==> src/rtl/lamp_card_responder_if.sv <==
// Tester-side bus of the lamp card: board select, address, strobes and the
// shared data bus. The master is the tester and the slave is the responder card.
interface lamp_card_responder_if;
   // Strobe protocol: the master sets BOARD_X, AddessPortPin, TestAddressP and
   // data_in before it raises RdP or WrP, and holds them until it drops the
   // strobe. One rising edge is one transfer, however long the strobe stays high.
   // During a read, data_out is valid while data_oe=1, and data_oe drops after
   // RdP falls. RdP and WrP high together is a protocol error.
   logic [3:0] BOARD_X;
   logic [2:0] AddessPortPin;
   logic       RdP;
   logic       WrP;
   logic       TestAddressP;
   logic       LampResetPin;
   logic [7:0] data_in;
   logic [7:0] data_out;
   logic       data_oe;

   modport master (
      output BOARD_X, AddessPortPin, RdP, WrP, TestAddressP, LampResetPin, data_in,
      input  data_out, data_oe
   );

   modport slave (
      input  BOARD_X, AddessPortPin, RdP, WrP, TestAddressP, LampResetPin, data_in,
      output data_out, data_oe
   );
endinterface

==> src/rtl/lamp_card_responder.sv <==
// Emulated lamp card: a synchronised strobe bus, an 8x8 register file, and an
// auto-incrementing ADC sample at address 7.
module lamp_card_responder #(
   parameter logic [3:0] BOARD_ID = 4'd0,
   parameter logic [7:0] ADC_SEED = 8'h00,
   parameter logic [7:0] ADC_STEP = 8'h01
) (
   input  logic                        clock,
   input  logic                        reset_n,
   lamp_card_responder_if.slave        bus,
   output logic [7:0]                  write_count,
   output logic [7:0]                  read_count,
   output logic                        bus_error,
   output logic [1:0]                  o_dbg_state
);

   typedef enum logic [1:0] {
      S_IDLE         = 2'd0,
      S_WRITE_COMMIT = 2'd1,
      S_WAIT_WR_LOW  = 2'd2,
      S_READ_DRIVE   = 2'd3
   } state_t;

   state_t      r_state;
   state_t      w_state_next;

   logic [18:0] w_raw;
   logic [18:0] r_s1;
   logic [18:0] r_s2;
   logic [1:0]  r_warm;
   logic        r_rd_prev;
   logic        r_wr_prev;

   logic [3:0]  w_board;
   logic [2:0]  w_addr;
   logic        w_rd;
   logic        w_wr;
   logic        w_test;
   logic        w_lamp;
   logic [7:0]  w_din;

   logic        w_sel;
   logic        w_rd_rise;
   logic        w_rd_fall;
   logic        w_wr_rise;
   logic        w_err;
   logic        w_start_write;
   logic        w_do_write;
   logic        w_do_read;
   logic        w_adc_read;
   logic [7:0]  w_rd_data;

   logic [7:0]  r_regs [0:7];
   logic [7:0]  r_adc;
   logic [2:0]  r_addr;
   logic [7:0]  r_wdata;
   logic [7:0]  r_data_out;
   logic [7:0]  r_write_count;
   logic [7:0]  r_read_count;
   logic        r_bus_error;

   assign w_raw = {bus.BOARD_X, bus.AddessPortPin, bus.RdP, bus.WrP,
                   bus.TestAddressP, bus.LampResetPin, bus.data_in};

   assign {w_board, w_addr, w_rd, w_wr, w_test, w_lamp, w_din} = r_s2;

   // The previous-strobe flops start high and stay high until the synchroniser
   // has filled, so a strobe already high at reset release has to go low first.
   always_ff @(posedge clock or negedge reset_n) begin
      if (!reset_n) begin
         r_s1      <= '0;
         r_s2      <= '0;
         r_warm    <= 2'b00;
         r_rd_prev <= 1'b1;
         r_wr_prev <= 1'b1;
      end else begin
         r_s1   <= w_raw;
         r_s2   <= r_s1;
         r_warm <= {r_warm[0], 1'b1};
         if (r_warm[1]) begin
            r_rd_prev <= w_rd;
            r_wr_prev <= w_wr;
         end
      end
   end

   assign w_sel      = (w_board == BOARD_ID);
   assign w_rd_rise  = w_rd & ~r_rd_prev;
   assign w_rd_fall  = ~w_rd & r_rd_prev;
   assign w_wr_rise  = w_wr & ~r_wr_prev;
   assign w_err      = w_rd & w_wr & ~w_lamp;
   assign w_adc_read = ~w_test & (w_addr == 3'd7);
   assign w_rd_data  = w_test ? {BOARD_ID, 1'b0, w_addr} :
                       (w_addr == 3'd7) ? r_adc : r_regs[w_addr];

   always_ff @(posedge clock or negedge reset_n) begin
      if (!reset_n) r_state <= S_IDLE;
      else          r_state <= w_state_next;
   end

   always_comb begin
      w_state_next  = r_state;
      w_start_write = 1'b0;
      w_do_write    = 1'b0;
      w_do_read     = 1'b0;
      if (w_lamp || w_err) begin
         w_state_next = S_IDLE;
      end else begin
         case (r_state)
            S_IDLE: begin
               if (w_sel && w_wr_rise && !w_rd) begin
                  w_state_next  = S_WRITE_COMMIT;
                  w_start_write = 1'b1;
               end else if (w_sel && w_rd_rise && !w_wr) begin
                  w_state_next = S_READ_DRIVE;
                  w_do_read    = 1'b1;
               end
            end
            S_WRITE_COMMIT: begin
               w_state_next = S_WAIT_WR_LOW;
               w_do_write   = 1'b1;
            end
            S_WAIT_WR_LOW: begin
               if (!w_wr) w_state_next = S_IDLE;
            end
            S_READ_DRIVE: begin
               if (w_rd_fall) w_state_next = S_IDLE;
            end
            default: w_state_next = S_IDLE;
         endcase
      end
   end

   always_ff @(posedge clock or negedge reset_n) begin
      if (!reset_n) begin
         for (int i = 0; i < 8; i++) r_regs[i] <= 8'h00;
         r_adc         <= ADC_SEED;
         r_addr        <= 3'd0;
         r_wdata       <= 8'h00;
         r_data_out    <= 8'h00;
         r_write_count <= 8'h00;
         r_read_count  <= 8'h00;
         r_bus_error   <= 1'b0;
      end else begin
         if (w_err) r_bus_error <= 1'b1;
         if (w_lamp) begin
            for (int i = 0; i < 8; i++) r_regs[i] <= 8'h00;
            r_adc <= ADC_SEED;
         end else begin
            if (w_start_write) begin
               r_addr  <= w_addr;
               r_wdata <= w_din;
            end
            if (w_do_write) begin
               r_regs[r_addr] <= r_wdata;
               r_write_count  <= r_write_count + 8'd1;
            end
            if (w_do_read) begin
               r_data_out   <= w_rd_data;
               r_read_count <= r_read_count + 8'd1;
               if (w_adc_read) r_adc <= r_adc + ADC_STEP;
            end
         end
      end
   end

   // Output enable is decoded from the state so it can never outlive READ_DRIVE.
   assign bus.data_oe  = (r_state == S_READ_DRIVE);
   assign bus.data_out = r_data_out;
   assign write_count  = r_write_count;
   assign read_count   = r_read_count;
   assign bus_error    = r_bus_error;
   assign o_dbg_state  = r_state;

endmodule

==> src/flat_wrapper.sv <==
// flat-port wrapper written by rule: the top's interface ports become plain ports
module lamp_card_responder_flat 
#(
   parameter logic [3:0] BOARD_ID = 4'd0,
   parameter logic [7:0] ADC_SEED = 8'h00,
   parameter logic [7:0] ADC_STEP = 8'h01
)
  (clock, reset_n, write_count, read_count, bus_error, o_dbg_state, bus_BOARD_X, bus_AddessPortPin, bus_RdP, bus_WrP, bus_TestAddressP, bus_LampResetPin, bus_data_in, bus_data_out, bus_data_oe);
  lamp_card_responder_if bus_i ();
  input  logic clock;
  input  logic reset_n;
  output logic [7:0] write_count;
  output logic [7:0] read_count;
  output logic bus_error;
  output logic [1:0] o_dbg_state;
  input wire logic [$bits(bus_i.BOARD_X)-1:0] bus_BOARD_X;
  input wire logic [$bits(bus_i.AddessPortPin)-1:0] bus_AddessPortPin;
  input wire logic [$bits(bus_i.RdP)-1:0] bus_RdP;
  input wire logic [$bits(bus_i.WrP)-1:0] bus_WrP;
  input wire logic [$bits(bus_i.TestAddressP)-1:0] bus_TestAddressP;
  input wire logic [$bits(bus_i.LampResetPin)-1:0] bus_LampResetPin;
  input wire logic [$bits(bus_i.data_in)-1:0] bus_data_in;
  output wire logic [$bits(bus_i.data_out)-1:0] bus_data_out;
  output wire logic [$bits(bus_i.data_oe)-1:0] bus_data_oe;
  assign bus_i.BOARD_X = bus_BOARD_X;
  assign bus_i.AddessPortPin = bus_AddessPortPin;
  assign bus_i.RdP = bus_RdP;
  assign bus_i.WrP = bus_WrP;
  assign bus_i.TestAddressP = bus_TestAddressP;
  assign bus_i.LampResetPin = bus_LampResetPin;
  assign bus_i.data_in = bus_data_in;
  assign bus_data_out = bus_i.data_out;
  assign bus_data_oe = bus_i.data_oe;
  lamp_card_responder #(.BOARD_ID(BOARD_ID), .ADC_SEED(ADC_SEED), .ADC_STEP(ADC_STEP)) u_core (.clock(clock), .reset_n(reset_n), .bus(bus_i), .write_count(write_count), .read_count(read_count), .bus_error(bus_error), .o_dbg_state(o_dbg_state));
endmodule
==> config.mk <==
export PLATFORM = sky130hd
export DESIGN_NAME = lamp_card_responder_flat
export DESIGN_NICKNAME = d
export VERILOG_FILES = /design/src/rtl/lamp_card_responder_if.sv /design/src/rtl/lamp_card_responder.sv /design/src/flat_wrapper.sv
export SDC_FILE = /design/constraint.sdc
export NUM_CORES = 1
export LEC_CHECK = 0
export BUFFER_PORTS_ARGS = -buffer_cell sky130_fd_sc_hd__buf_2
export CAP_MARGIN = 40
export CELL_PAD_IN_SITES_DETAIL_PLACEMENT = 1
export CELL_PAD_IN_SITES_GLOBAL_PLACEMENT = 2
export CORE_ASPECT_RATIO = 1.1
export CORE_MARGIN = 10
export CORE_UTILIZATION = 43
export DETAILED_ROUTE_END_ITERATION = 16
export GPL_TIMING_DRIVEN = 0
export PLACE_DENSITY_LB_ADDON = 0.1
export SYNTH_ARGS = -nofsm -noshare
export SYNTH_HDL_FRONTEND = slang
export SYNTH_SLANG_ARGS = --single-unit
==> constraint.sdc <==
create_clock -name clock -period 6.1 [get_ports clock]
set_clock_uncertainty 0.05 [all_clocks]
set_input_delay 0.305 -clock clock [delete_from_list [all_inputs] [get_ports clock]]
set_output_delay 0.305 -clock clock [all_outputs]
set_load 0.005 [all_outputs]
==> flow_metrics.tcl <==
set metrics [dict create \
    crit_required_ns 6.32 \
    seq_area_frac_synth_pct 59.99 \
    power_density_nw_per_um2 310.4 \
    cts.path.max_buffers 2 \
    die_area_sq_um 19110 \
    ir_drop_v 0.0002741 \
    setup_viol 0 \
    grt_max_degree 84 \
    synth-edff-count 0 \
    total_leakage_power_uw 0.003428 \
    crit_start "u_core.r_s2[10]" \
    start_kind "flip-flop" \
    hp-class "reg -> reg" \
    final_nets 615 \
    async_reset_ff_share_pct 100.0 \
    vias 4103 \
    cts_max_level 4 \
    place_ws_ns 3.247 \
    grt_pass1_vias 4524 \
    fp.dieW_um 132.7 \
    row_count 45 \
    clk_latency_ns 0.42 \
    synth_area_sq_um 6011 \
    cts_setup_buffers 0 \
    max_freq_mhz 355.9 \
    end_kind "flip-flop" \
    pin_count 49 \
    status "finished clean" \
    wl_um 14900 \
    antenna_found_initial 0 \
    drtPass1Iterations 4 \
    setup_ws_ns 3.291 \
    worstMarginPinSlew_ns 0.8710 \
    synth_cell_types 49 \
    synthTopCellsByCount "dfrtp_1, nand2_1, o21ai_0, nand2b_1, clkbuf_1" \
    fin_tns_setup_ns 0 \
    crit_type "reg -> reg" \
    synth_top_area_share_pct 59.12 \
    antenna_cells 0 \
    gr-usage-all-layers_pct 16.46 \
    drt-initial-drc-count 217 \
    crit_end "u_core.r_regs[62]" \
    drc 0 \
    drtAntennaViolNets 0 \
    rsz0062_at_grt "false" \
    coreArea_sq_um 13740 \
    area_delta_synth_final_pct 23.75 \
    crit_arrival_ns 3.03 \
    start_util_pct 43.75 \
    worstPathMaxFanout 10 \
    slew_headroom_pct 41.76 \
    r2r_start "u_core.r_s2[10]" \
    synth_area_leaders "dfrtp_1, mux4_2, nand2b_1, mux2i_1, mux2_2" \
    maxCapViolCount 0 \
    path_clk_slew_ns 0.06 \
    cts_buffers 17 \
    drive_gt1_share_pct 21.06 \
    cts_resized 0 \
    syn-num-nets 524 \
    min_period_over_period_pct 46.06 \
    r2r_setup_slack_ns 3.29 \
    yosysMostFrequentCell "dfrtp_1" \
    avgViaCountPerCell 5.187 \
    rr_endpoint "u_core.r_regs[62]" \
    rr_worst_depth 6 \
    synth-seq-cells 144 \
    post-dp-hpwl_um 10230 \
    die_height_um 144 \
    grt_overflow 0 \
    syn_avg_cell_area_sq_um 12.02 \
    synth_top_area_cell "dfrtp_1" \
    port_buffers 48 \
    drt-wirelength-per-cell_um 18.84 \
    finalCriticalPeriod_ns 2.809 \
    gp_congestion 0.7876 \
    clkSinkCount 144 \
    final_max_slew_viol_count 0 \
    postSynthCellCount 500 \
    fin_util_pct 54.14 \
    cts_tree "yes" \
    grt_pass1_wl_um 24500 \
    clk_root_buffer_cell "clkbuf_16" \
    yosysWarnings 0 \
    final.fill_count 1463 \
    synth_flop_cell "dfrtp_1" \
    hold_viol_final 0 \
]
[where the power goes]
group / switching, uW / total [uW] / internal, uW / leakage [uW]
Sequential: 13.1 / 994 / 981 / 0.00190
Combinational: 65.8 / 110 / 44.1 / 0.00120
Clock: 398 / 1200 / 807 / 0.000330
Total: 477 / 2310 / 1830 / 0.00343
[how the worst min path moves through the flow]
stage                    from                      to  slack [ns]  cells past startpoint
2_1_floorplan         reset_n  u_core.bus.data_out[0]       -0.04                      0
3_3_place_gp   u_core.r_s1[5]          u_core.r_s2[5]        0.28                      0
3_5_place_dp          reset_n       u_core.r_regs[61]        0.27                      1
4_1_cts        u_core.r_s1[5]          u_core.r_s2[5]        0.30                      0
5_1_grt        u_core.r_s1[2]          u_core.r_s2[2]        0.31                      0
6_report       u_core.r_s1[5]          u_core.r_s2[5]        0.30                      0
[cell families (layout without fill, tap and decap cells)]
kind of cell,after synthesis,count (layout),share of synthesized area [%]
AND/OR/NAND/NOR,166,166,14.86
buffers and inverters,46,149,3.060
AO/OA/AOI/OAI,70,70,6.911
flip-flops,144,144,59.99
XOR/XNOR,14,14,2.040
multiplexers,56,56,12.45
adder cells (fa/ha/maj),3,3,0.6245
other,1,1,0.06239
[registers in the layout, indices dropped and copies added, names as in the netlist]
name                 cells
u_core.r_wr_prev         1
u_core.write_count       8
u_core.r_adc             8
u_core.bus.data_out      8
u_core.r_regs           56
u_core.r_addr            3
u_core.o_dbg_state       2
u_core.r_warm            2
u_core.bus_error         1
u_core.r_s2             19
u_core.r_wdata           8
u_core.read_count        8
u_core.r_s1             19
u_core.r_rd_prev         1
[cell type report]
cell class | instances | area [sq um] | area share [%]
well taps | 188 | 235.2 | 3.162
clock inverters | 14 | 261.5 | 3.516
plain buffers | 35 | 142.6 | 1.918
multi-input cells | 310 | 2221 | 29.86
clock buffers | 17 | 425.4 | 5.719
inverters | 11 | 41.29 | 0.5551
repair buffers | 72 | 505.5 | 6.796
flip-flops and latches | 144 | 3606 | 48.48
[worst max-delay path, stage by stage, from the launching register on]
cell	delay, ns
dfrtp_1	0.36
clkbuf_1	0.19
a211oi_1	0.76
and4_1	0.32
clkbuf_1	0.32
clkbuf_1	0.47
o21ai_0	0.19
[metrics by stage]
stage / total power (uW) / area, sq um / std cells / hold WS [ns]
floorplan: 1057 / 6011 / 500 / -0.04059
global placement: 1106 / 6486 / 736 / 0.2811
detailed placement: 1114 / 6551 / 740 / 0.2736
CTS: 2335 / 7438 / 791 / 0.2994
global route: 2394 / 7438 / 791 / 0.3058
finish: 2309 / 7438 / 791 / 0.2963
[placed cells by master (no fill, tap or decap), drive strengths merged, types with 12 or more instances in the layout]
master,count
mux2,20
o21ai,43
nor2,28
dlygate4sd3,20
nand2,47
dfrtp,142
nand2b,37
mux2i,23
xnor2,12
mux4,13
buf,54
clkbuf,48
inv,12
[routing by layer]
metal | routed length [um] | global-route usage, % | up-vias
met5 | 0 | 0 | -
met4 | 163 | 5.388 | 0
met3 | 563 | 4.268 | 13
met2 | 7424 | 27.83 | 64
met1 | 6750 | 20.21 | 2113
li1 | - | - | 1913
[repair_timing]
item | in CTS | in global routing
endpoints found under the hold margin | 78 | 0
hold buffers | 20 | 0
setup endpoints to repair | 0 | 0
(Power assumes the default switching activity.)
